[src/rtl/fpu_issue_ctrl_if.sv]
// Request/response handshake bundle between the EX stage (master) and the FPU issue controller (slave).
// Request: valid/ready plus op fields and operands. Response: valid/ready plus result and destination tag.
// Backpressure: the request is held until req_ready; the response is held until resp_ready.
interface fpu_issue_ctrl_if #(
  parameter int WIDTH = 32,
  parameter int TAG_W = 5
);
  logic             req_valid;
  logic             req_ready;
  logic [3:0]       req_op;
  logic [2:0]       req_func3;
  logic             req_rs2_0;
  logic [WIDTH-1:0] req_a;
  logic [WIDTH-1:0] req_b;
  logic [WIDTH-1:0] req_c;
  logic [TAG_W-1:0] req_tag;
  logic             resp_valid;
  logic             resp_ready;
  logic [WIDTH-1:0] resp_data;
  logic [TAG_W-1:0] resp_tag;

  modport master (
    output req_valid, req_op, req_func3, req_rs2_0, req_a, req_b, req_c, req_tag, resp_ready,
    input  req_ready, resp_valid, resp_data, resp_tag
  );

  modport slave (
    input  req_valid, req_op, req_func3, req_rs2_0, req_a, req_b, req_c, req_tag, resp_ready,
    output req_ready, resp_valid, resp_data, resp_tag
  );
endinterface

[src/rtl/fpu_issue_ctrl.sv]
// Single-op issue/completion controller for the multicycle FPU; FPU_FLAGS_EN adds exception flags.
// Latency: accept cycle to first resp_valid cycle = LAT(op)+2; one op in flight (LAT+3 per op back-to-back).
// Backpressure: req_ready only in IDLE; the result is held in DONE until resp_ready; flush drops the op.
module fpu_issue_ctrl #(
  parameter int WIDTH    = 32,
  parameter int TAG_W    = 5,
  parameter int CNT_W    = 5,
  parameter int LAT_ADD  = 7,
  parameter int LAT_MUL  = 5,
  parameter int LAT_DIV  = 6,
  parameter int LAT_CMP  = 1,
  parameter int LAT_SQRT = 16,
  parameter int LAT_CVT  = 6
) (
  input  logic             clock,
  input  logic             clear_n,
  fpu_issue_ctrl_if.slave  bus,
  input  logic             flush,
  output logic             fpu_sel,
  output logic [3:0]       fpu_op,
  output logic [2:0]       fpu_func3,
  output logic             fpu_rs2_0,
  output logic [WIDTH-1:0] fpu_a,
  output logic [WIDTH-1:0] fpu_b,
  output logic [WIDTH-1:0] fpu_c,
  input  logic [WIDTH-1:0] fpu_result,
`ifdef FPU_FLAGS_EN
  input  logic [4:0]       fpu_flags,
  input  logic             fflags_clr,
  output logic [4:0]       resp_flags,
  output logic [4:0]       fflags,
`endif
  output logic             busy
);

  localparam logic [1:0] S_IDLE = 2'd0;
  localparam logic [1:0] S_EXEC = 2'd1;
  localparam logic [1:0] S_DONE = 2'd2;

  logic [1:0]       state;
  logic [CNT_W-1:0] cnt;
  logic [TAG_W-1:0] tag_q;
  logic [WIDTH-1:0] resp_data_q;
  logic [TAG_W-1:0] resp_tag_q;

  // Fused ops run multiply then add; the sum deliberately wraps at CNT_W bits.
  function automatic logic [CNT_W-1:0] lat_of(input logic [3:0] op);
    case (op)
      4'd0, 4'd1:                 lat_of = CNT_W'(LAT_ADD);
      4'd2:                       lat_of = CNT_W'(LAT_MUL);
      4'd3:                       lat_of = CNT_W'(LAT_DIV);
      4'd5, 4'd7:                 lat_of = CNT_W'(LAT_CMP);
      4'd6:                       lat_of = CNT_W'(LAT_SQRT);
      4'd8, 4'd9:                 lat_of = CNT_W'(LAT_CVT);
      4'd10, 4'd11, 4'd12, 4'd13: lat_of = CNT_W'(LAT_MUL) + CNT_W'(LAT_ADD);
      default:                    lat_of = '0;
    endcase
  endfunction

  always_ff @(posedge clock) begin
    if (!clear_n) begin
      state       <= S_IDLE;
      cnt         <= '0;
      tag_q       <= '0;
      fpu_op      <= '0;
      fpu_func3   <= '0;
      fpu_rs2_0   <= 1'b0;
      fpu_a       <= '0;
      fpu_b       <= '0;
      fpu_c       <= '0;
      resp_data_q <= '0;
      resp_tag_q  <= '0;
    end else begin
      case (state)
        S_IDLE: begin
          if (bus.req_valid && !flush) begin
            fpu_op    <= bus.req_op;
            fpu_func3 <= bus.req_func3;
            fpu_rs2_0 <= bus.req_rs2_0;
            fpu_a     <= bus.req_a;
            fpu_b     <= bus.req_b;
            fpu_c     <= bus.req_c;
            tag_q     <= bus.req_tag;
            cnt       <= lat_of(bus.req_op);
            state     <= S_EXEC;
          end
        end
        S_EXEC: begin
          if (flush) begin
            cnt   <= '0;
            state <= S_IDLE;
          end else if (cnt != '0) begin
            cnt <= cnt - CNT_W'(1);
          end else begin
            resp_data_q <= fpu_result;
            resp_tag_q  <= tag_q;
            state       <= S_DONE;
          end
        end
        S_DONE: begin
          if (flush || bus.resp_ready) state <= S_IDLE;
        end
        default: state <= S_IDLE;
      endcase
    end
  end

`ifdef FPU_FLAGS_EN
  // A flush in DONE drops the op, so its flags never reach the sticky register.
  always_ff @(posedge clock) begin
    if (!clear_n) begin
      resp_flags <= '0;
      fflags     <= '0;
    end else begin
      if (state == S_EXEC && !flush && cnt == '0) resp_flags <= fpu_flags;
      if (fflags_clr)
        fflags <= '0;
      else if (state == S_DONE && bus.resp_ready && !flush)
        fflags <= fflags | resp_flags;
    end
  end
`endif

  assign bus.req_ready  = (state == S_IDLE);
  assign bus.resp_valid = (state == S_DONE);
  assign bus.resp_data  = resp_data_q;
  assign bus.resp_tag   = resp_tag_q;
  assign fpu_sel        = (state == S_EXEC);
  assign busy           = (state != S_IDLE);

endmodule
[src/flat_wrapper.sv]
// flat-port wrapper written by rule: the top's interface ports become plain ports
module fpu_issue_ctrl_flat 
#(
  parameter int WIDTH    = 32,
  parameter int TAG_W    = 5,
  parameter int CNT_W    = 5,
  parameter int LAT_ADD  = 7,
  parameter int LAT_MUL  = 5,
  parameter int LAT_DIV  = 6,
  parameter int LAT_CMP  = 1,
  parameter int LAT_SQRT = 16,
  parameter int LAT_CVT  = 6
)
  (clock, clear_n, flush, fpu_sel, fpu_op, fpu_func3, fpu_rs2_0, fpu_a, fpu_b, fpu_c, fpu_result, busy, bus_req_valid, bus_req_op, bus_req_func3, bus_req_rs2_0, bus_req_a, bus_req_b, bus_req_c, bus_req_tag, bus_resp_ready, bus_req_ready, bus_resp_valid, bus_resp_data, bus_resp_tag);
  fpu_issue_ctrl_if #(.WIDTH(WIDTH), .TAG_W(TAG_W)) bus_i ();
  input  logic clock;
  input  logic clear_n;
  input  logic flush;
  output logic fpu_sel;
  output logic [3:0] fpu_op;
  output logic [2:0] fpu_func3;
  output logic fpu_rs2_0;
  output logic [WIDTH-1:0] fpu_a;
  output logic [WIDTH-1:0] fpu_b;
  output logic [WIDTH-1:0] fpu_c;
  input  logic [WIDTH-1:0] fpu_result;
  output logic busy;
  input wire logic [$bits(bus_i.req_valid)-1:0] bus_req_valid;
  input wire logic [$bits(bus_i.req_op)-1:0] bus_req_op;
  input wire logic [$bits(bus_i.req_func3)-1:0] bus_req_func3;
  input wire logic [$bits(bus_i.req_rs2_0)-1:0] bus_req_rs2_0;
  input wire logic [$bits(bus_i.req_a)-1:0] bus_req_a;
  input wire logic [$bits(bus_i.req_b)-1:0] bus_req_b;
  input wire logic [$bits(bus_i.req_c)-1:0] bus_req_c;
  input wire logic [$bits(bus_i.req_tag)-1:0] bus_req_tag;
  input wire logic [$bits(bus_i.resp_ready)-1:0] bus_resp_ready;
  output wire logic [$bits(bus_i.req_ready)-1:0] bus_req_ready;
  output wire logic [$bits(bus_i.resp_valid)-1:0] bus_resp_valid;
  output wire logic [$bits(bus_i.resp_data)-1:0] bus_resp_data;
  output wire logic [$bits(bus_i.resp_tag)-1:0] bus_resp_tag;
  assign bus_i.req_valid = bus_req_valid;
  assign bus_i.req_op = bus_req_op;
  assign bus_i.req_func3 = bus_req_func3;
  assign bus_i.req_rs2_0 = bus_req_rs2_0;
  assign bus_i.req_a = bus_req_a;
  assign bus_i.req_b = bus_req_b;
  assign bus_i.req_c = bus_req_c;
  assign bus_i.req_tag = bus_req_tag;
  assign bus_i.resp_ready = bus_resp_ready;
  assign bus_req_ready = bus_i.req_ready;
  assign bus_resp_valid = bus_i.resp_valid;
  assign bus_resp_data = bus_i.resp_data;
  assign bus_resp_tag = bus_i.resp_tag;
  fpu_issue_ctrl #(.WIDTH(WIDTH), .TAG_W(TAG_W), .CNT_W(CNT_W), .LAT_ADD(LAT_ADD), .LAT_MUL(LAT_MUL), .LAT_DIV(LAT_DIV), .LAT_CMP(LAT_CMP), .LAT_SQRT(LAT_SQRT), .LAT_CVT(LAT_CVT)) u_core (.clock(clock), .clear_n(clear_n), .bus(bus_i), .flush(flush), .fpu_sel(fpu_sel), .fpu_op(fpu_op), .fpu_func3(fpu_func3), .fpu_rs2_0(fpu_rs2_0), .fpu_a(fpu_a), .fpu_b(fpu_b), .fpu_c(fpu_c), .fpu_result(fpu_result), .busy(busy));
endmodule
[config.mk]
export PLATFORM = sky130hd
export DESIGN_NAME = fpu_issue_ctrl_flat
export DESIGN_NICKNAME = d
export VERILOG_FILES = /design/src/rtl/fpu_issue_ctrl_if.sv /design/src/rtl/fpu_issue_ctrl.sv /design/src/flat_wrapper.sv
export SDC_FILE = /design/constraint.sdc
export NUM_CORES = 1
export LEC_CHECK = 0
export ABC_AREA = 1
export BUFFER_PORTS_ARGS = -buffer_cell sky130_fd_sc_hd__buf_2
export CAP_MARGIN = 20
export CORE_MARGIN = 2
export CORE_UTILIZATION = 35
export DETAILED_ROUTE_END_ITERATION = 12
export HOLD_SLACK_MARGIN = 0.15
export PLACE_DENSITY = 0.64
export SLEW_MARGIN = 0
export SYNTH_ARGS = -nofsm -noshare
export SYNTH_HDL_FRONTEND = slang
export SYNTH_SLANG_ARGS = --single-unit
[constraint.sdc]
create_clock -name clock -period 1.8 [get_ports clock]
set_clock_uncertainty 0.15 [all_clocks]
set_input_delay 0.18 -clock clock [delete_from_list [all_inputs] [get_ports clock]]
set_output_delay 0.18 -clock clock [all_outputs]
set_load 0.005 [all_outputs]
==> report_table.html <==
<table>
<tr><th>Metric</th><th>Value</th></tr>
<tr><th colspan="2">Global routing</th></tr>
<tr><td>Wire length of the first global-routing pass</td><td>27.0 mm</td></tr>
<tr><td>Largest net degree at the start of global routing</td><td>70</td></tr>
<tr><td>GRT overflow</td><td>0</td></tr>
<tr><td>All-Layer GR Usage</td><td>0.200</td></tr>
<tr><td>Vias in the first global route</td><td>around 5700</td></tr>
<tr><td>Initial antenna violation count</td><td>0</td></tr>
<tr><th colspan="2">Worst hold path</th></tr>
<tr><td>Hold/Removal Path Class</td><td>input pin to flip-flop</td></tr>
<tr><td>Launch point of the worst hold path</td><td>flush</td></tr>
<tr><th colspan="2">Floorplanning</th></tr>
<tr><td>Initial standard-cell utilization of the core</td><td>0.355</td></tr>
<tr><td>Vertical extent of the die</td><td>130 µm</td></tr>
<tr><td>Area enclosed by the die boundary</td><td>17000 µm²</td></tr>
<tr><td>Core ar.</td><td>about 16000 µm²</td></tr>
<tr><td>Width of the die</td><td>130 µm</td></tr>
<tr><td>Number of ports placed on the die boundary</td><td>291</td></tr>
<tr><td>FP Rows</td><td>46</td></tr>
<tr><th colspan="2">Worst setup path</th></tr>
<tr><td>Category of the most critical setup path</td><td>flip-flop to flip-flop</td></tr>
<tr><td>Critical path data arrival time</td><td>1.88 ns</td></tr>
<tr><td>Critical path capture point type</td><td>flip-flop</td></tr>
<tr><td>Kind of start point of the critical path</td><td>flip-flop</td></tr>
<tr><td>Reg2reg start</td><td>u_core.state[0]</td></tr>
<tr><td>Critical Path Fanout Max</td><td>21</td></tr>
<tr><td>Req. time, crit path</td><td>1.97 ns</td></tr>
<tr><td>Startpoint of the worst setup timing path</td><td>u_core.state[0]</td></tr>
<tr><th colspan="2">Timing</th></tr>
<tr><td>Unrepaired setup endpoints after global routing</td><td>false</td></tr>
<tr><td>Number of endpoints with negative hold slack in the final report</td><td>0</td></tr>
<tr><td>Min cycle time layout</td><td>between 1.5 and 2 ns</td></tr>
<tr><td>Rel. slew slack</td><td>0.779</td></tr>
<tr><td>Worst setup margin</td><td>just under 0.09 ns</td></tr>
<tr><td>Fin crit share</td><td>0.951</td></tr>
<tr><td>Finish-stage setup viols</td><td>0</td></tr>
<tr><td>Maximum clock rate</td><td>584 MHz</td></tr>
<tr><td>Final Max Slew Viols</td><td>0</td></tr>
<tr><td>Total negative setup slack</td><td>0 ns</td></tr>
<tr><td>Smallest hold slack</td><td>0.200 ns</td></tr>
<tr><td>Worst-margin pin slew</td><td>around 0.33 ns</td></tr>
<tr><th colspan="2">Clocking</th></tr>
<tr><td>Max H-tree Level</td><td>4</td></tr>
<tr><td>CTS sink cnt</td><td>around 150</td></tr>
<tr><td>Buffer type at the clock tree root</td><td>sky130_fd_sc_hd__clkbuf_16</td></tr>
<tr><td>Clock-pin transition on the worst setup and hold timing paths</td><td>~0.06 ns</td></tr>
<tr><td>CTS tree</td><td>built</td></tr>
<tr><td>CTS buffer count</td><td>17</td></tr>
<tr><td>Clk Latency, worst-skew pair</td><td>0.42 ns</td></tr>
<tr><td>Buffer depth of the longest clock path</td><td>2</td></tr>
<tr><th colspan="2">Final layout</th></tr>
<tr><td>Non-filler cells, final</td><td>1377</td></tr>
<tr><td>Layout overhead on the synthesized area</td><td>67.8%</td></tr>
<tr><td>Footprint of the flip-flops and latches</td><td>roughly 3100 µm²</td></tr>
<tr><td>Total number of nets in the final design</td><td>between 1000 and 1500</td></tr>
<tr><td>Number of fill cells in the layout</td><td>1374</td></tr>
<tr><td>Share of post-route cells with drive strength above 1</td><td>0.307</td></tr>
<tr><td>Multi-input combinational cell area</td><td>2220 µm²</td></tr>
<tr><td>Final core area utilization</td><td>0.595</td></tr>
<tr><td>Antenna cell count</td><td>0</td></tr>
<tr><th colspan="2">Place</th></tr>
<tr><td>Input/output buffers</td><td>290</td></tr>
<tr><td>Placed cell count</td><td>1196</td></tr>
<tr><td>Estimated wirelength of the detail-placed design</td><td>11.1 mm</td></tr>
<tr><td>Worst Setup Slack post-DPL</td><td>between 0.1 and 0.15 ns</td></tr>
<tr><td>Final weighted congestion in routability-driven placement</td><td>0.781</td></tr>
<tr><th colspan="2">Logic synthesis</th></tr>
<tr><td>Synth Instances</td><td>720</td></tr>
<tr><td>Synthesized-area fraction occupied by ao, oa, aoi and oai cells</td><td>0.142</td></tr>
<tr><td>Fraction of the yosys area taken by sequential cells</td><td>0.548</td></tr>
<tr><td>Yosys synthesis warning count</td><td>0</td></tr>
<tr><td>Xor and xnor area share after synthesis</td><td>0.00157</td></tr>
<tr><td>Number of storage elements in the synthesis netlist</td><td>~150</td></tr>
<tr><td>Mapped Area</td><td>5590 µm²</td></tr>
<tr><td>Largest family of logic cells by synthesized area</td><td>simple AND/OR/NAND/NOR gates</td></tr>
<tr><td>Mean post-synth cell area</td><td>7.77 µm²</td></tr>
<tr><td>Multiplexer share of the synthesized area</td><td>0</td></tr>
<tr><td>Share of synthesized cell area in and, or, nand and nor gates</td><td>0.244</td></tr>
<tr><td>Adder-cell share of the synthesized area</td><td>0.00671</td></tr>
<tr><td>Number of library cell types mapped by synthesis</td><td>23</td></tr>
<tr><td>Number of nets produced by synthesis</td><td>869</td></tr>
<tr><th colspan="2">Power</th></tr>
<tr><td>Leakage power summed over all cells</td><td>4.60 nW</td></tr>
<tr><td>Cell area power density</td><td>922 nW/µm²</td></tr>
<tr><td>Highest ir drop seen on vdd</td><td>approximately 0.57 mV</td></tr>
<tr><th colspan="2">Routing</th></tr>
<tr><td>Routed Wire Length</td><td>18.2 mm</td></tr>
<tr><td>Drt via density</td><td>between 4 and 5</td></tr>
<tr><td>Iteration-0 DRC Markers</td><td>338</td></tr>
<tr><td>Routed wire per std cell</td><td>13.2 µm</td></tr>
<tr><td>Post-route DRC</td><td>0</td></tr>
<tr><td>Residual antenna-violating net count after detailed routing</td><td>0</td></tr>
<tr><td>Vias</td><td>a little over 6000</td></tr>
<tr><td>Number of detailed-route iterations in the first pass</td><td>4</td></tr>
<tr><th colspan="2">Run status</th></tr>
<tr><td>Outcome</td><td>complete, no violations</td></tr>
<tr><th colspan="2">Flow run</th></tr>
<tr><td>Number of max-cap violations</td><td>0</td></tr>
</table>
-- layer usage --
metal	wire, µm	part of all wire	GRT usage	vias to the layer above
li1	-	-	-	3158
met1	7680	0.42	0.228	2795
met2	8770	0.48	0.346	243
met3	1290	0.071	0.0546	36
met4	502	0.028	0.0970	0
met5	0	0	0	-
-- cells in the final DEF (no fill, tap or decap), types with 4 or more instances in the layout --
master / Yosys / final
sky130_fd_sc_hd__nor2_1: 300 / 300
sky130_fd_sc_hd__buf_2: 10 / 289
sky130_fd_sc_hd__dfxtp_1: 153 / 151
sky130_fd_sc_hd__dlygate4sd3_1: 0 / 147
sky130_fd_sc_hd__o21ai_0: 112 / 112
sky130_fd_sc_hd__o21ai_1: 37 / 37
sky130_fd_sc_hd__nand2_1: 25 / 25
sky130_fd_sc_hd__clkbuf_16: 0 / 18
sky130_fd_sc_hd__inv_1: 12 / 12
sky130_fd_sc_hd__buf_4: 8 / 11
sky130_fd_sc_hd__nand3_1: 9 / 9
sky130_fd_sc_hd__a21oi_1: 7 / 7
sky130_fd_sc_hd__buf_12: 0 / 7
sky130_fd_sc_hd__clkinvlp_4: 0 / 4
-- cells in the mapped netlist, drive strengths merged --
library cell,instances,share of area
a21oi,7,0.0063
buf,25,0.032
clkbuf,21,0.014
dfxtp,153,0.55
ha,3,0.0067
inv,16,0.011
nand2,29,0.022
nand3,10,0.011
nor2,305,0.21
o21ai,150,0.14
xnor2,1,0.0016
-- critical path, stage by stage (launching register included) --
cell and delay, ns:
sky130_fd_sc_hd__dfxtp_2 0.35, sky130_fd_sc_hd__nor2_4 0.14, sky130_fd_sc_hd__nand2_4 0.10, sky130_fd_sc_hd__buf_12 0.18, sky130_fd_sc_hd__o21ai_1 0.10, sky130_fd_sc_hd__dlygate4sd3_1 0.55
sky130_fd_sc_hd__nor2_1 0.04
-- cell type report --
class	count	area share
clock buffers	19	0.0472
inverters	16	0.00653
well taps	216	0.0288
repair buffers	455	0.337
clock inverters	13	0.0169
flip-flops and latches	153	0.327
multi-input cells	505	0.237
-- registers in the layout, indices dropped and copies added, names as in the netlist, 2 cells and up --
register and flops:
u_core.bus.resp_data 32, u_core.bus.resp_tag 5, u_core.cnt 5, u_core.fpu_a 32, u_core.fpu_b 32, u_core.fpu_c 32, u_core.fpu_func3 3, u_core.fpu_op 4
u_core.state 2, u_core.tag_q 5
-- cells by family after synthesis --
group | count (synthesis)
AO/OA/AOI/OAI | 157
XOR/XNOR | 1
adder cells (fa/ha/maj) | 3
buffers and inverters | 62
flip-flops | 153
AND/OR/NAND/NOR | 344
-- power breakdown --
| group | switching [mW] | internal (mW) | total [mW] |
|---|---|---|---|
| logic | 0.617 | 0.685 | 1.30 |
| registers | 0.106 | 3.60 | 3.71 |
| clock network | 1.53 | 2.12 | 3.64 |
-- final timing paths --
kind	end	slack, ns	cells past startpoint
worst max-delay path	u_core.fpu_c[0]	0.09	6
worst min-delay path	u_core.bus.resp_data[25]	0.20	6
worst max register to register	u_core.fpu_c[0]	0.09	6
worst min register to register	u_core.fpu_a[23]	0.32	2
-- metrics by stage --
step	area [µm²]	power, mW
after floorplan	5590	4.31
after global routing	9390	9.06
final	9390	8.66
after global placement	7270	4.78
after detailed placement	7270	4.80
after CTS	9350	8.72
-- repair_timing --
| action | 4_1_cts | 5_1_grt |
|---|---|---|
| hold buffers | 148 | 0 |
| endpoints found under the hold margin | 149 | 0 |
| setup buffers | 0 | 1 |
| endpoints found under the setup margin | 0 | 2 |
| gates resized for setup | 0 | 4 |
No activity file was read; power rests on OpenSTA's default activity.
